`src/rtl/alarm_pkg.sv`:
```
// ---------------------------------------------------------------------------
// alarm_pkg
// Shared definitions for the alarm ring controller:
//   - alarm_state_t  : FSM state encodings, equal to the values on the 'state' port
//   - alarm_action_t : the single decision the controller takes in a given cycle
//   - DEF_*          : default timing constants
// ---------------------------------------------------------------------------
package alarm_pkg;

  typedef enum logic [1:0] {
    ST_IDLE    = 2'b00,
    ST_ARMED   = 2'b01,
    ST_RINGING = 2'b10,
    ST_SNOOZE  = 2'b11
  } alarm_state_t;

  // One action per cycle. The inputs are prioritised into exactly one of these,
  // and the FSM and the countdown both act on the same decision.
  typedef enum logic [2:0] {
    ACT_NONE,
    ACT_DISARM,  // arm switch off: back to IDLE from any state
    ACT_ARM,     // IDLE -> ARMED
    ACT_RING,    // new alarm event: ARMED -> RINGING
    ACT_STOP,    // stop button or ring timeout: back to ARMED
    ACT_SNOOZE,  // RINGING -> SNOOZE, consumes one snooze
    ACT_RESUME,  // snooze period over: SNOOZE -> RINGING
    ACT_TICK     // one-second tick while ringing without a timeout
  } alarm_action_t;

  localparam int DEF_RING_TIMEOUT_S = 60;
  localparam int DEF_SNOOZE_S       = 300;
  localparam int DEF_MAX_SNOOZES    = 3;
  localparam int DEF_TW             = 16;

endpackage

```
`src/rtl/alarm_countdown.sv`:
```
// ---------------------------------------------------------------------------
// alarm_countdown
// Loadable TW-bit seconds down-counter that is advanced by tick_seg.
//   clock, reset : board clock, synchronous active-high reset
//   tick         : one-cycle pulse once per second
//   clear        : force the count to 0 (highest priority after reset)
//   load         : load load_val (wins over tick)
//   load_val     : value to load
//   expire       : combinational, high for the cycle in which a tick arrives with count = 1
// The count saturates at 0; a tick at 0 does nothing.
// ---------------------------------------------------------------------------
module alarm_countdown #(
  parameter int TW = 16
) (
  input  logic          clock,
  input  logic          reset,
  input  logic          tick,
  input  logic          clear,
  input  logic          load,
  input  logic [TW-1:0] load_val,
  output logic          expire
);

  logic [TW-1:0] count;

  // Combinational so the FSM can react in the same cycle as the last tick.
  assign expire = tick && (count == TW'(1));

  // NOTE: registers use non-blocking assignments so every flop samples the
  // pre-edge values; blocking assignments here would create ordering races.
  always_ff @(posedge clock) begin
    if (reset) begin
      count <= '0;
    end else if (clear) begin
      count <= '0;
    end else if (load) begin
      count <= load_val;
    end else if (tick && (count != '0)) begin
      count <= count - TW'(1);
    end
  end

endmodule

```
`src/rtl/alarm_ring_controller.sv`:
```
// ---------------------------------------------------------------------------
// alarm_ring_controller
// Arm / ring / snooze sequencer for the digital-clock alarm.
// Ports:
//   clock         in   board clock, rising edge
//   reset         in   synchronous, active-high reset
//   tick_seg      in   one-cycle pulse once per second
//   alarm_match   in   level, 1 while the current hh:mm equals the alarm hh:mm
//   alarm_arm     in   level switch, 1 = alarm enabled
//   snooze_pulse  in   one-cycle debounced button impulse
//   stop_pulse    in   one-cycle debounced button impulse
//   buzzer        out  registered buzzer drive
//   state         out  00 IDLE, 01 ARMED, 10 RINGING, 11 SNOOZE (registered)
//   snoozes_left  out  snoozes remaining for the current alarm event
// Only a rising edge of alarm_match starts an event, so a match that is
// already high when the alarm is armed, or that stays high after a stop,
// does not ring again.
// Configuration macro ALARM_BEEP_PATTERN_EN: when defined, the buzzer toggles
// on every tick while ringing (0.5 Hz beep); otherwise it is a steady 1.
// ---------------------------------------------------------------------------
module alarm_ring_controller
  import alarm_pkg::*;
#(
  parameter int RING_TIMEOUT_S = DEF_RING_TIMEOUT_S,
  parameter int SNOOZE_S       = DEF_SNOOZE_S,
  parameter int MAX_SNOOZES    = DEF_MAX_SNOOZES,
  parameter int TW             = DEF_TW
) (
  input  logic       clock,
  input  logic       reset,
  input  logic       tick_seg,
  input  logic       alarm_match,
  input  logic       alarm_arm,
  input  logic       snooze_pulse,
  input  logic       stop_pulse,
  output logic       buzzer,
  output logic [1:0] state,
  output logic [1:0] snoozes_left
);

  alarm_state_t  state_q;
  alarm_action_t action;
  logic          match_q;
  logic          trig;
  logic          expire;
  logic          cnt_clear;
  logic          cnt_load;
  logic [TW-1:0] cnt_val;

  assign trig  = alarm_match && !match_q;
  assign state = state_q;

  // Prioritise the inputs into one action:
  // arm=0 > stop > snooze > tick.
  // NOTE: every combinational output gets a default first so no path can
  // leave it unassigned and infer a latch.
  always_comb begin
    action = ACT_NONE;
    if (!alarm_arm) begin
      action = ACT_DISARM;
    end else begin
      unique case (state_q)
        ST_IDLE:    action = ACT_ARM;
        ST_ARMED:   if (trig) action = ACT_RING;
        ST_RINGING: begin
          if (stop_pulse)                                action = ACT_STOP;
          else if (snooze_pulse && snoozes_left != 2'd0) action = ACT_SNOOZE;
          else if (expire)                               action = ACT_STOP;
          else if (tick_seg)                             action = ACT_TICK;
        end
        ST_SNOOZE: begin
          if (stop_pulse)  action = ACT_STOP;
          else if (expire) action = ACT_RESUME;
        end
        default: action = ACT_NONE;
      endcase
    end
  end

  // Countdown control follows the action. A plain tick just decrements.
  always_comb begin
    cnt_clear = (action == ACT_DISARM) || (action == ACT_STOP);
    cnt_load  = (action == ACT_RING) || (action == ACT_SNOOZE) || (action == ACT_RESUME);
    cnt_val   = (action == ACT_SNOOZE) ? TW'(SNOOZE_S) : TW'(RING_TIMEOUT_S);
  end

  alarm_countdown #(
    .TW(TW)
  ) u_countdown (
    .clock    (clock),
    .reset    (reset),
    .tick     (tick_seg),
    .clear    (cnt_clear),
    .load     (cnt_load),
    .load_val (cnt_val),
    .expire   (expire)
  );

  // FSM with registered outputs.
  always_ff @(posedge clock) begin
    if (reset) begin
      state_q      <= ST_IDLE;
      buzzer       <= 1'b0;
      snoozes_left <= 2'd0;
      match_q      <= 1'b0;
    end else begin
      match_q <= alarm_match;
      unique case (action)
        ACT_DISARM: begin
          state_q      <= ST_IDLE;
          buzzer       <= 1'b0;
          snoozes_left <= 2'd0;
        end
        ACT_ARM: begin
          state_q <= ST_ARMED;
        end
        ACT_RING: begin
          state_q      <= ST_RINGING;
          buzzer       <= 1'b1;
          snoozes_left <= 2'(MAX_SNOOZES);
        end
        ACT_STOP: begin
          state_q      <= ST_ARMED;
          buzzer       <= 1'b0;
          snoozes_left <= 2'd0;
        end
        ACT_SNOOZE: begin
          state_q      <= ST_SNOOZE;
          buzzer       <= 1'b0;
          snoozes_left <= snoozes_left - 2'd1;
        end
        ACT_RESUME: begin
          state_q <= ST_RINGING;
          buzzer  <= 1'b1;
        end
        ACT_TICK: begin
`ifdef ALARM_BEEP_PATTERN_EN
          buzzer <= ~buzzer;
`else
          buzzer <= 1'b1;
`endif
        end
        default: begin
        end
      endcase
    end
  end

endmodule

```
`config.mk`:
```
export PLATFORM = sky130hd
export DESIGN_NAME = alarm_ring_controller
export DESIGN_NICKNAME = d
export VERILOG_FILES = /design/src/rtl/alarm_pkg.sv /design/src/rtl/alarm_countdown.sv /design/src/rtl/alarm_ring_controller.sv
export SDC_FILE = /design/constraint.sdc
export NUM_CORES = 1
export LEC_CHECK = 0
export CORE_ASPECT_RATIO = 1.75
export CORE_MARGIN = 2
export CORE_UTILIZATION = 25
export DETAILED_ROUTE_END_ITERATION = 16
export PLACE_DENSITY = 0.5
export REMOVE_ABC_BUFFERS = 1
export SETUP_SLACK_MARGIN = 0.2
export SLEW_MARGIN = 20
export SYNTH_ARGS = -nofsm -noshare
export SYNTH_HDL_FRONTEND = slang
export SYNTH_HIERARCHICAL = 1
export SYNTH_SLANG_ARGS = --single-unit
```
`constraint.sdc`:
```
create_clock -name clock -period 2.7 [get_ports clock]
set_clock_uncertainty 0.05 [all_clocks]
set_input_delay 0.54 -clock clock [delete_from_list [all_inputs] [get_ports clock]]
set_output_delay 0.54 -clock clock [all_outputs]
set_load 0.01 [all_outputs]
```
---- Yosys cells after proc, flatten, opt, wreduce, memory -nomap -nowiden ----
Cells that the tools add are included.
word-level totals
  memories kept ........................... 0
  latch bits .............................. 0
  input bits .............................. 7
  flip-flop bits (word level) ............. 22
  bits in writable memories ............... 0
  ROM bits ................................ 0
  output and inout port bits .............. 5
cells by class
  shift-type cells ........................ 0
  div/mod/pow operators ................... 0
  mux-type cells .......................... 15
  $add $sub $neg .......................... 2
  bitwise operators ....................... 0
  reductions and logical operators ........ 21
  magnitude comparators ................... 0
  eq/ne operators ......................... 11
  multiply operators ...................... 0
operator list
  kind                                                  number
  two-way mux 16 bit                                    2
  two-way mux 3 bit                                     7
  equality test 16 x 1 -> 1 bit, second input constant  1
  nonzero test 16 bit                                   1
  subtractor 16 x 1 -> 16 bit, second input constant    1
  equality test 3 bit, second input constant            4
  one-hot mux 3 bit (4 select lines)                    1
  two-way mux 9 bit                                     1
  one-hot mux 2 bit (4 select lines)                    1
  OR reduction 2 bit                                    4
  equality test 3 x 2 -> 1 bit, second input constant   2
  one-hot mux 2 bit (3 select lines)                    1
  nonzero test 2 bit                                    3
  OR reduction 3 bit                                    2
  equality test 2 bit, second input constant            2
  logical AND 1 bit                                     4
  nonzero test 4 bit                                    1
  equality test 3 x 1 -> 1 bit, second input constant   1
  logical OR 1 bit                                      3
  nonzero test 3 bit                                    1
  equality test 2 x 1 -> 1 bit, second input constant   1
  logical NOT 2 bit                                     1
  two-way mux 2 bit                                     1
  one-hot mux 1 bit (2 select lines)                    1
  other kinds (2)                                       2

---- Logic depth before layout (Yosys ltp) ----
Gate-level depths: netlist of run 1.
  depth in word-level cells ............... 11
  gate-level depth with buffers ........... 12

---- Modules after synthesis ----
Netlist of run 1, hierarchy kept.
by module, submodules not included
  module                 instances  cells each  area an instance (um^2)  seq. area each (um^2)
  alarm_countdown        1          114         943.4                    320.3
  alarm_ring_controller  1          58          501.7                    120.1

---- Worst setup path after synthesis of run 1 ----
Ideal clock, no wire load.
  path type ............................... input-to-reg
  start point ............................. in tick_seg
  end point ............................... reg u_countdown.count[10]
  buffers on the path ..................... 2
  required time ........................... 2.517 ns
  path slack .............................. 0.120 ns
  stages .................................. 9
  data arrival time ....................... 2.398 ns
  cell sequence ........................... clkbuf_1 > nand3_1 > nor2_1 > nand4b_1 > a21boi_1 > clkinv_1 > clkbuf_1 > o21ai_0 > a21oi_1
on the way
  longest elaborated chain between the ends .. 10
  elaborated cells between the ends (all ways) .. 21
  those cells by class .................... eq/ne: 5; mux: 9; reduce/logical: 7
ends and longest elaborated chain
  element                                                              RTL line                     source
  start, declared                                                      alarm_ring_controller.sv:31  input logic tick_seg,
  logical AND 1 bit *                                                  alarm_countdown.sv:27        assign expire = tick && (count == TW'(1));
  via expire                                                           alarm_ring_controller.sv:45  logic expire;
  two-way mux 3 bit                                                    alarm_ring_controller.sv:68  else if (expire) action = ACT_STOP;
  two-way mux 3 bit                                                    alarm_ring_controller.sv:67  else if (snooze_pulse && snoozes_left != 2'd0) action = ACT_SNOOZE;
  two-way mux 3 bit                                                    alarm_ring_controller.sv:66  if (stop_pulse) action = ACT_STOP;
  one-hot mux 3 bit (4 select lines) *                                 alarm_ring_controller.sv:62  unique case (state_q)
  two-way mux 3 bit *                                                  alarm_ring_controller.sv:59  if (!alarm_arm) begin
  equality test 3 x 2 -> 1 bit or equality test 3 bit (tied branches)  alarm_ring_controller.sv:83  cnt_load = (action == ACT_RING) || (action == ACT_SNOOZE) || (action == ACT_RESUME);
  logical OR 1 bit                                                     alarm_ring_controller.sv:83
  logical OR 1 bit *                                                   alarm_ring_controller.sv:83
  via cnt_load                                                         alarm_ring_controller.sv:47  logic cnt_load;
  two-way mux 16 bit or nonzero test 2 bit (tied branches)             -
  end signal, assigned                                                 alarm_countdown.sv:37        count <= load_val;
  end signal, assigned                                                 alarm_countdown.sv:39        count <= count - TW'(1);
  end, declared                                                        alarm_countdown.sv:24        logic [TW-1:0] count;
Mark *: on every way through the listed nets, which the timed path passes. The rest lies on a longest branch.
A chain may end at the register's enable or synchronous reset.

---- Worst setup path in the final report of run 1 ----
  start point ............................. reg u_countdown.count[0]
  end point ............................... reg u_countdown.count[0]
on the way
  longest elaborated chain between the ends .. 11
  elaborated cells between the ends (all ways) .. 24
  those cells by class .................... add/sub: 1; eq/ne: 6; mux: 9; reduce/logical: 8
ends and longest elaborated chain
  element                                                              RTL line
  equality test 16 x 1 -> 1 bit                                        alarm_countdown.sv:27
  logical AND 1 bit                                                    alarm_countdown.sv:27
  two-way mux 3 bit                                                    alarm_ring_controller.sv:68
  two-way mux 3 bit                                                    alarm_ring_controller.sv:67
  two-way mux 3 bit                                                    alarm_ring_controller.sv:66
  one-hot mux 3 bit (4 select lines)                                   alarm_ring_controller.sv:62
  two-way mux 3 bit                                                    alarm_ring_controller.sv:59
  equality test 3 x 2 -> 1 bit or equality test 3 bit (tied branches)  alarm_ring_controller.sv:83
  logical OR 1 bit (2 in series)                                       alarm_ring_controller.sv:83
  two-way mux 16 bit or nonzero test 2 bit (tied branches)             -
Several ways; a longest one is shown, not always the timed one. The select of a mux whose other input is x is not followed.

==> results of run 1 <==
==> per-layer routing <==
metal,track usage [%],vias up,share of wire [%],routed length [um]
met5,0,-,0,0
met4,5.319,0,1.9,70
met3,1.856,7,2.2,81
met2,24.01,17,58,2109
met1,12.06,622,38,1381
li1,-,689,-,-
==> registers in the layout, indices dropped and copies added, names as in the netlist <==
name / count
match_q: 1
u_countdown/count: 16
buzzer: 1
state: 2
snoozes_left: 2
==> tightest hold or removal path, cell delays in order (launching register included) <==
cell      delay (ns)
dfxtp_1         0.32
inv_1           0.08
a221oi_2        0.06
==> metrics by stage <==
stage          total power (uW)  std cells  hold slack, ns  instance area (um^2)  utilization [%]
6_report                   1332        280          0.4500                  1843            33.00
5_1_grt                    1434        280          0.4803                  1843            33.00
4_1_cts                    1299        279          0.4527                  1800            32.24
3_5_place_dp               1048        275          0.4394                  1739            31.14
3_3_place_gp               1051        275          0.4520                  1739            31.14
2_1_floorplan             883.2        178          0.4411                  1459                -
==> what timing repair did <==
item                                    in CTS  in global routing
gates cloned                                 0                  0
pin swaps                                    0                  2
endpoints found under the setup margin       4                 16
endpoints found under the hold margin        0                  0
buffers inserted                             0                  1
resized for setup                            1                  6
==> cell families after synthesis <==
family / share of synthesized area (%)
simple gates: 27.62
compound gates: 26.58
flops: 30.48
buf+inv: 4.242
xor+xnor: 7.273
fa+ha+maj: 2.598
other cells: 0.5197
mux: 0.6927
==> layout make-up <==
type,count,share of cell area (%)
Inverter,8,1.629
Timing Repair Buffer,22,10.45
Clock buffer,4,2.987
Sequential cell,22,23.90
Tap cell,76,5.160
Multi-Input combinational cell,148,55.87
==> worst max path at each step <==
| stage | start | endpoint | slack, ns |
|---|---|---|---|
| 2_1_floorplan | u_countdown/count[4] | u_countdown/count[14] | 0.01 |
| 3_3_place_gp | tick_seg | u_countdown/count[5] | 0.13 |
| 3_5_place_dp | stop_pulse | u_countdown/count[8] | 0.07 |
| 4_1_cts | u_countdown/count[4] | u_countdown/count[0] | 0.21 |
| 5_1_grt | u_countdown/count[5] | u_countdown/count[13] | 0.20 |
| 6_report | u_countdown/count[0] | u_countdown/count[0] | 0.39 |
==> report_power, final <==
group,total [uW],internal (uW),switching [uW]
logic,655,318,337
clock network,245,130,114
registers,432,367,65.1
==> cell usage after synthesis (2+ instances only) <==
cell type	count	area, um^2
dfxtp_1	22	440.4
nand2_1	3	11.26
a221oi_2	2	30.03
a21oi_1	16	80.08
nor3_2	2	20.02
nand3_1	5	25.02
o21a_1	2	15.01
nor3_1	6	30.03
nand2b_1	7	43.79
ha_1	3	37.54
or4_1	4	30.03
xor2_1	3	26.28
conb_1	2	7.510
clkbuf_1	4	15.01
a31oi_1	4	25.02
or3b_2	2	17.52
nor3b_1	2	15.01
a211oi_1	2	15.01
o21ai_0	15	75.07
xnor2_1	9	78.83
inv_1	7	26.28
nor2_1	13	48.80
nor4_1	6	37.54
==> impl_metrics.env, run 1 <==
export IMPL_clockBufferDepth=2
export IMPL_synth_cell_types=54
export IMPL_portBuffers=11
export IMPL_cts_root_buffer="clkbuf_8"
export IMPL_maxSlewViolCount=0
export IMPL_grt_overflow_total=0
export IMPL_wl_um=3641
export IMPL_dieWidth_um=61.48
export IMPL_yosysWarnings=6
export IMPL_rr_worst_depth=7
export IMPL_worstPathRequired_ns=2.84
export IMPL_period_share_pct=85.38
export IMPL_end_kind="flip-flop"
export IMPL_worstSetupPathType="reg -> reg"
export IMPL_maxCapViolCount=0
export IMPL_multi_input_area_um2=1030
export IMPL_setup_ws_ns=0.3947
export IMPL_die_area_um2=6429
export IMPL_clkTransAtPathRegs_ns=0.08
export IMPL_outcome="complete, no violations"
export IMPL_cts_max_level=1
export IMPL_arrival_ns=2.44
export IMPL_cp_top_family="simple AND/OR/NAND/NOR gates"
export IMPL_synthArstFlopShare_pct=0
export IMPL_cts_buffers_inserted=3
export IMPL_drive_above_1_share_pct=17.65
export IMPL_crit_path_top_delay_cell="or3b_2"
export IMPL_drt_pass1_iterations=4
export IMPL_rr_endpoint="u_countdown/count[0]"
export IMPL_seq_area_frac_synth_pct=30.48
export IMPL_setup_tns_final_ns=0
export IMPL_die_h_um=104.6
export IMPL_dp_hpwl_um=2785
export IMPL_min_path_type="reg -> reg"
export IMPL_syn_inst=172
export IMPL_rows=36
export IMPL_worst_path_max_fanout=5
export IMPL_worstHoldEndpoint="snoozes_left[1]"
export IMPL_num_antenna_cells=0
export IMPL_cts_hold_buf=0
export IMPL_final_seq_area_um2=440.4
export IMPL_final_common_cell="dfxtp_1"
export IMPL_critPathMaxStageDelay_ns=0.52
export IMPL_syn_to_final_growth_pct=27.53
export IMPL_drtIter0Drc=52
export IMPL_cts_sinks=22
export IMPL_grt_pass1_vias=1385
export IMPL_syn_area_per_cell_um2=8.402
export IMPL_synth_area_um2=1445
export IMPL_num_io_pins=12
export IMPL_gp_congestion=0.7572
export IMPL_holdPathStages=2
export IMPL_rsz0062_at_grt="no"
export IMPL_ir_drop_mv=0.1600
export IMPL_ys_ff_latch=22
export IMPL_ant_nets=0
export IMPL_reg2reg_slack_ns=0.39
export IMPL_crit_buf_inv=1
export IMPL_grt_use_total_pct=12.49
export IMPL_grt_pass1_wl_um=6147
export IMPL_start_kind="flip-flop"
export IMPL_synth_edf_count=0
export IMPL_total_leakage_power_uw=0.0006643
export IMPL_clk_latency_ns=0.27
export IMPL_hold_violations=0
export IMPL_ys_flop_type="dfxtp_1"
export IMPL_cts_tree="built"
export IMPL_layout_nets=215
export IMPL_fill_cells=640
export IMPL_worstPathCellList="inv_1 > ha_1 > or3b_2 > nor3_1 > a21oi_1 > xnor2_1 > a211oi_1"
export IMPL_worst_path_stages=7
export IMPL_grt_max_degree=29
export IMPL_routedWlPerCell_um=13.00
export IMPL_via_count=1335
export IMPL_cellPowerDensity_nw_per_um2=722.9
export IMPL_drt_vias_per_instance=4.768
export IMPL_max_freq_mhz=433.8
export IMPL_setup_viol=0
export IMPL_timing_rr_start="u_countdown/count[0]"
export IMPL_core_um2=5585
export IMPL_place_ws_ns=0.06980
export IMPL_antenna_found_initial=0
export IMPL_start_util_pct=25.87
export IMPL_drc=0
export IMPL_min_from="snoozes_left[1]"
export IMPL_fin_crit_ns=2.305
export IMPL_layout_common_cells="dfxtp_1 (22), a21oi_1 (16), o21ai_0 (15)"
Power figures use the tool's default switching activity.
==> run 2: changes to the inputs <==
--- a/config.mk
+++ b/config.mk
@@ -9,7 +9,7 @@
 export CORE_MARGIN = 2
 export CORE_UTILIZATION = 25
 export DETAILED_ROUTE_END_ITERATION = 16
-export PLACE_DENSITY = 0.5
+export PLACE_DENSITY = 0.49
 export REMOVE_ABC_BUFFERS = 1
 export SETUP_SLACK_MARGIN = 0.2
 export SLEW_MARGIN = 20
==> constraint.sdc (replaced) <==
create_clock -name clock -period 2.8 [get_ports clock]
set_clock_uncertainty 0.05 [all_clocks]
set_input_delay 0.56 -clock clock [delete_from_list [all_inputs] [get_ports clock]]
set_output_delay 0.56 -clock clock [all_outputs]
set_load 0.01 [all_outputs]
==> run 2 against run 1 <==
  * First-iteration DRC count shrank 40%
  * Register-to-register slack gained 0.07 ns
  * Worst setup slack better by 0.044 ns
  * Cell area fell by 2.4%
  * Sequential cell count stayed put
  * Hold slack improved by 0.012 ns
  * Via count is 1.1% higher
  * Clock power shrank 18%
  * Combinational power fell by 6.3%
  * Global-route usage shrank 0.18 points
  * Critical endpoint is now u_countdown/count[5]
==> impl_metrics.env, run 2 (same netlist as run 1, synthesis figures left out) <==
export IMPL_largest_reg_flops=16
export IMPL_antenna_found_initial=0
export IMPL_drt_vias_per_instance=4.821
export IMPL_arrival_ns=2.50
export IMPL_route_met3_wl_um=78
export IMPL_grt_pass1_vias=1393
export IMPL_cellPowerDensity_nw_per_um2=681.0
export IMPL_rows=36
export IMPL_cts_sinks=22
export IMPL_clockBufferDepth=2
export IMPL_drive_above_1_share_pct=15.69
export IMPL_maxSlewViolCount=0
export IMPL_start_util_pct=25.87
export IMPL_portBuffers=11
export IMPL_worstPathRequired_ns=2.94
export IMPL_layout_nets=216
export IMPL_die_area_um2=6429
export IMPL_drtIter0Drc=31
export IMPL_dieWidth_um=61.48
export IMPL_wl_met1_um=1408
export IMPL_grt_overflow_total=0
export IMPL_cts_tree="built"
export IMPL_num_antenna_cells=0
export IMPL_reg2reg_slack_ns=0.46
export IMPL_stdcell_area_um2=1798
export IMPL_layout_common_cells="dfxtp_1 (22), a21oi_1 (16), o21ai_0 (15)"
export IMPL_drc=0
export IMPL_syn_to_final_growth_pct=24.42
export IMPL_cts_max_level=1
export IMPL_clk_latency_ns=0.27
export IMPL_start_kind="input port"
export IMPL_maxCapViolCount=0
export IMPL_min_path_type="reg -> reg"
export IMPL_dp_hpwl_um=2789
export IMPL_cts_hold_buf=0
export IMPL_rsz0062_at_grt="no"
export IMPL_outcome="complete, no violations"
export IMPL_grt_max_degree=29
export IMPL_grt_pass1_wl_um=6085
export IMPL_end_kind="flip-flop"
export IMPL_fill_cells=628
export IMPL_setup_tns_final_ns=0
export IMPL_final_common_cell="dfxtp_1"
export IMPL_clkTransAtPathRegs_ns=0.07
export IMPL_max_freq_mhz=423.5
export IMPL_grt_use_total_pct=12.31
export IMPL_ir_drop_mv=0.1633
export IMPL_die_h_um=104.6
export IMPL_hold_violations=0
export IMPL_gp_congestion=0.8057
export IMPL_via_count=1350
export IMPL_fin_crit_ns=2.361
export IMPL_worst_path_max_fanout=13
export IMPL_dr_wl_met2_um=2009
export IMPL_setup_viol=0
export IMPL_worstSetupPathType="in -> reg"
export IMPL_top_register="u_countdown/count"
export IMPL_period_share_pct=84.34
export IMPL_drt_pass1_iterations=4
export IMPL_place_area_um2=1754
export IMPL_core_um2=5585
export IMPL_cts_buffers_inserted=3
export IMPL_top_layer="met4"
export IMPL_num_io_pins=12
export IMPL_ant_nets=0
export IMPL_routedWlPerCell_um=12.98
export IMPL_postCtsSetupBuffers=0
export IMPL_wl_um=3634
export IMPL_total_leakage_power_uw=0.0006458
export IMPL_cts_root_buffer="clkbuf_8"
-- run 2: final timing paths --
path,end,cells after the start,start
worst min-delay path,snoozes_left[1],2,snoozes_left[1]
worst max-delay path,u_countdown/count[5],11,tick_seg
worst max register to register,u_countdown/count[5],12,u_countdown/count[8]
worst min register to register,snoozes_left[1],2,snoozes_left[1]
-- run 2: layout make-up --
class                      count  area, um^2  area share, %
inverter                       8       30.03          1.670
multi-input combinational    148       991.0          55.11
tap                           76       95.09          5.289
clock buffer                   3       41.29          2.296
timing repair buffer          23       200.2          11.13
sequential                    22       440.4          24.50
-- run 2: per-stage QoR --
stage                     worst slack, ns  hold slack [ns]  utilization, %  total power [uW]  instances
after floorplan                    0.1120           0.4411               -             851.7        178
after global placement            0.08901           0.4622           31.41              1033        277
after detailed placement           0.1237           0.4592           31.41              1029        277
after CTS                          0.3872           0.4723           32.15              1240        280
after global routing               0.2255           0.5057           32.19              1314        280
final                              0.4386           0.4620           32.19              1224        280
-- run 2: per-layer routing --
metal / GRT usage (%) / up-vias
li1: - / 699
met1: 12.48 / 619
met2: 22.26 / 22
met3: 1.238 / 10
met4: 7.599 / 0
met5: 0 / -
-- run 2: worst max-delay path, cell delays in order --
cell and delay [ns]:
clkdlybuf4s50_1 0.45, nand3_1 0.12, nor2_2 0.07, or2_4 0.28, o31ai_4 0.23, nor2_1 0.08, a21bo_1 0.19, nor2_1 0.09
buf_4 0.18, o21ai_0 0.10, nor3_1 0.13
-- run 2: timing repair --
action,in CTS,in global routing
endpoints found under the hold margin,0,0
gates resized for setup,0,1
endpoints found under the setup margin,0,10
-- run 2: where the power goes --
part | switching [uW] | internal, uW | leakage (uW) | total [uW]
Combinational | 317 | 298 | 0.000445 | 614
Sequential | 55.6 | 354 | 0.000179 | 410
Clock | 104 | 96.2 | 0.0000216 | 200
Total | 476 | 748 | 0.000646 | 1220
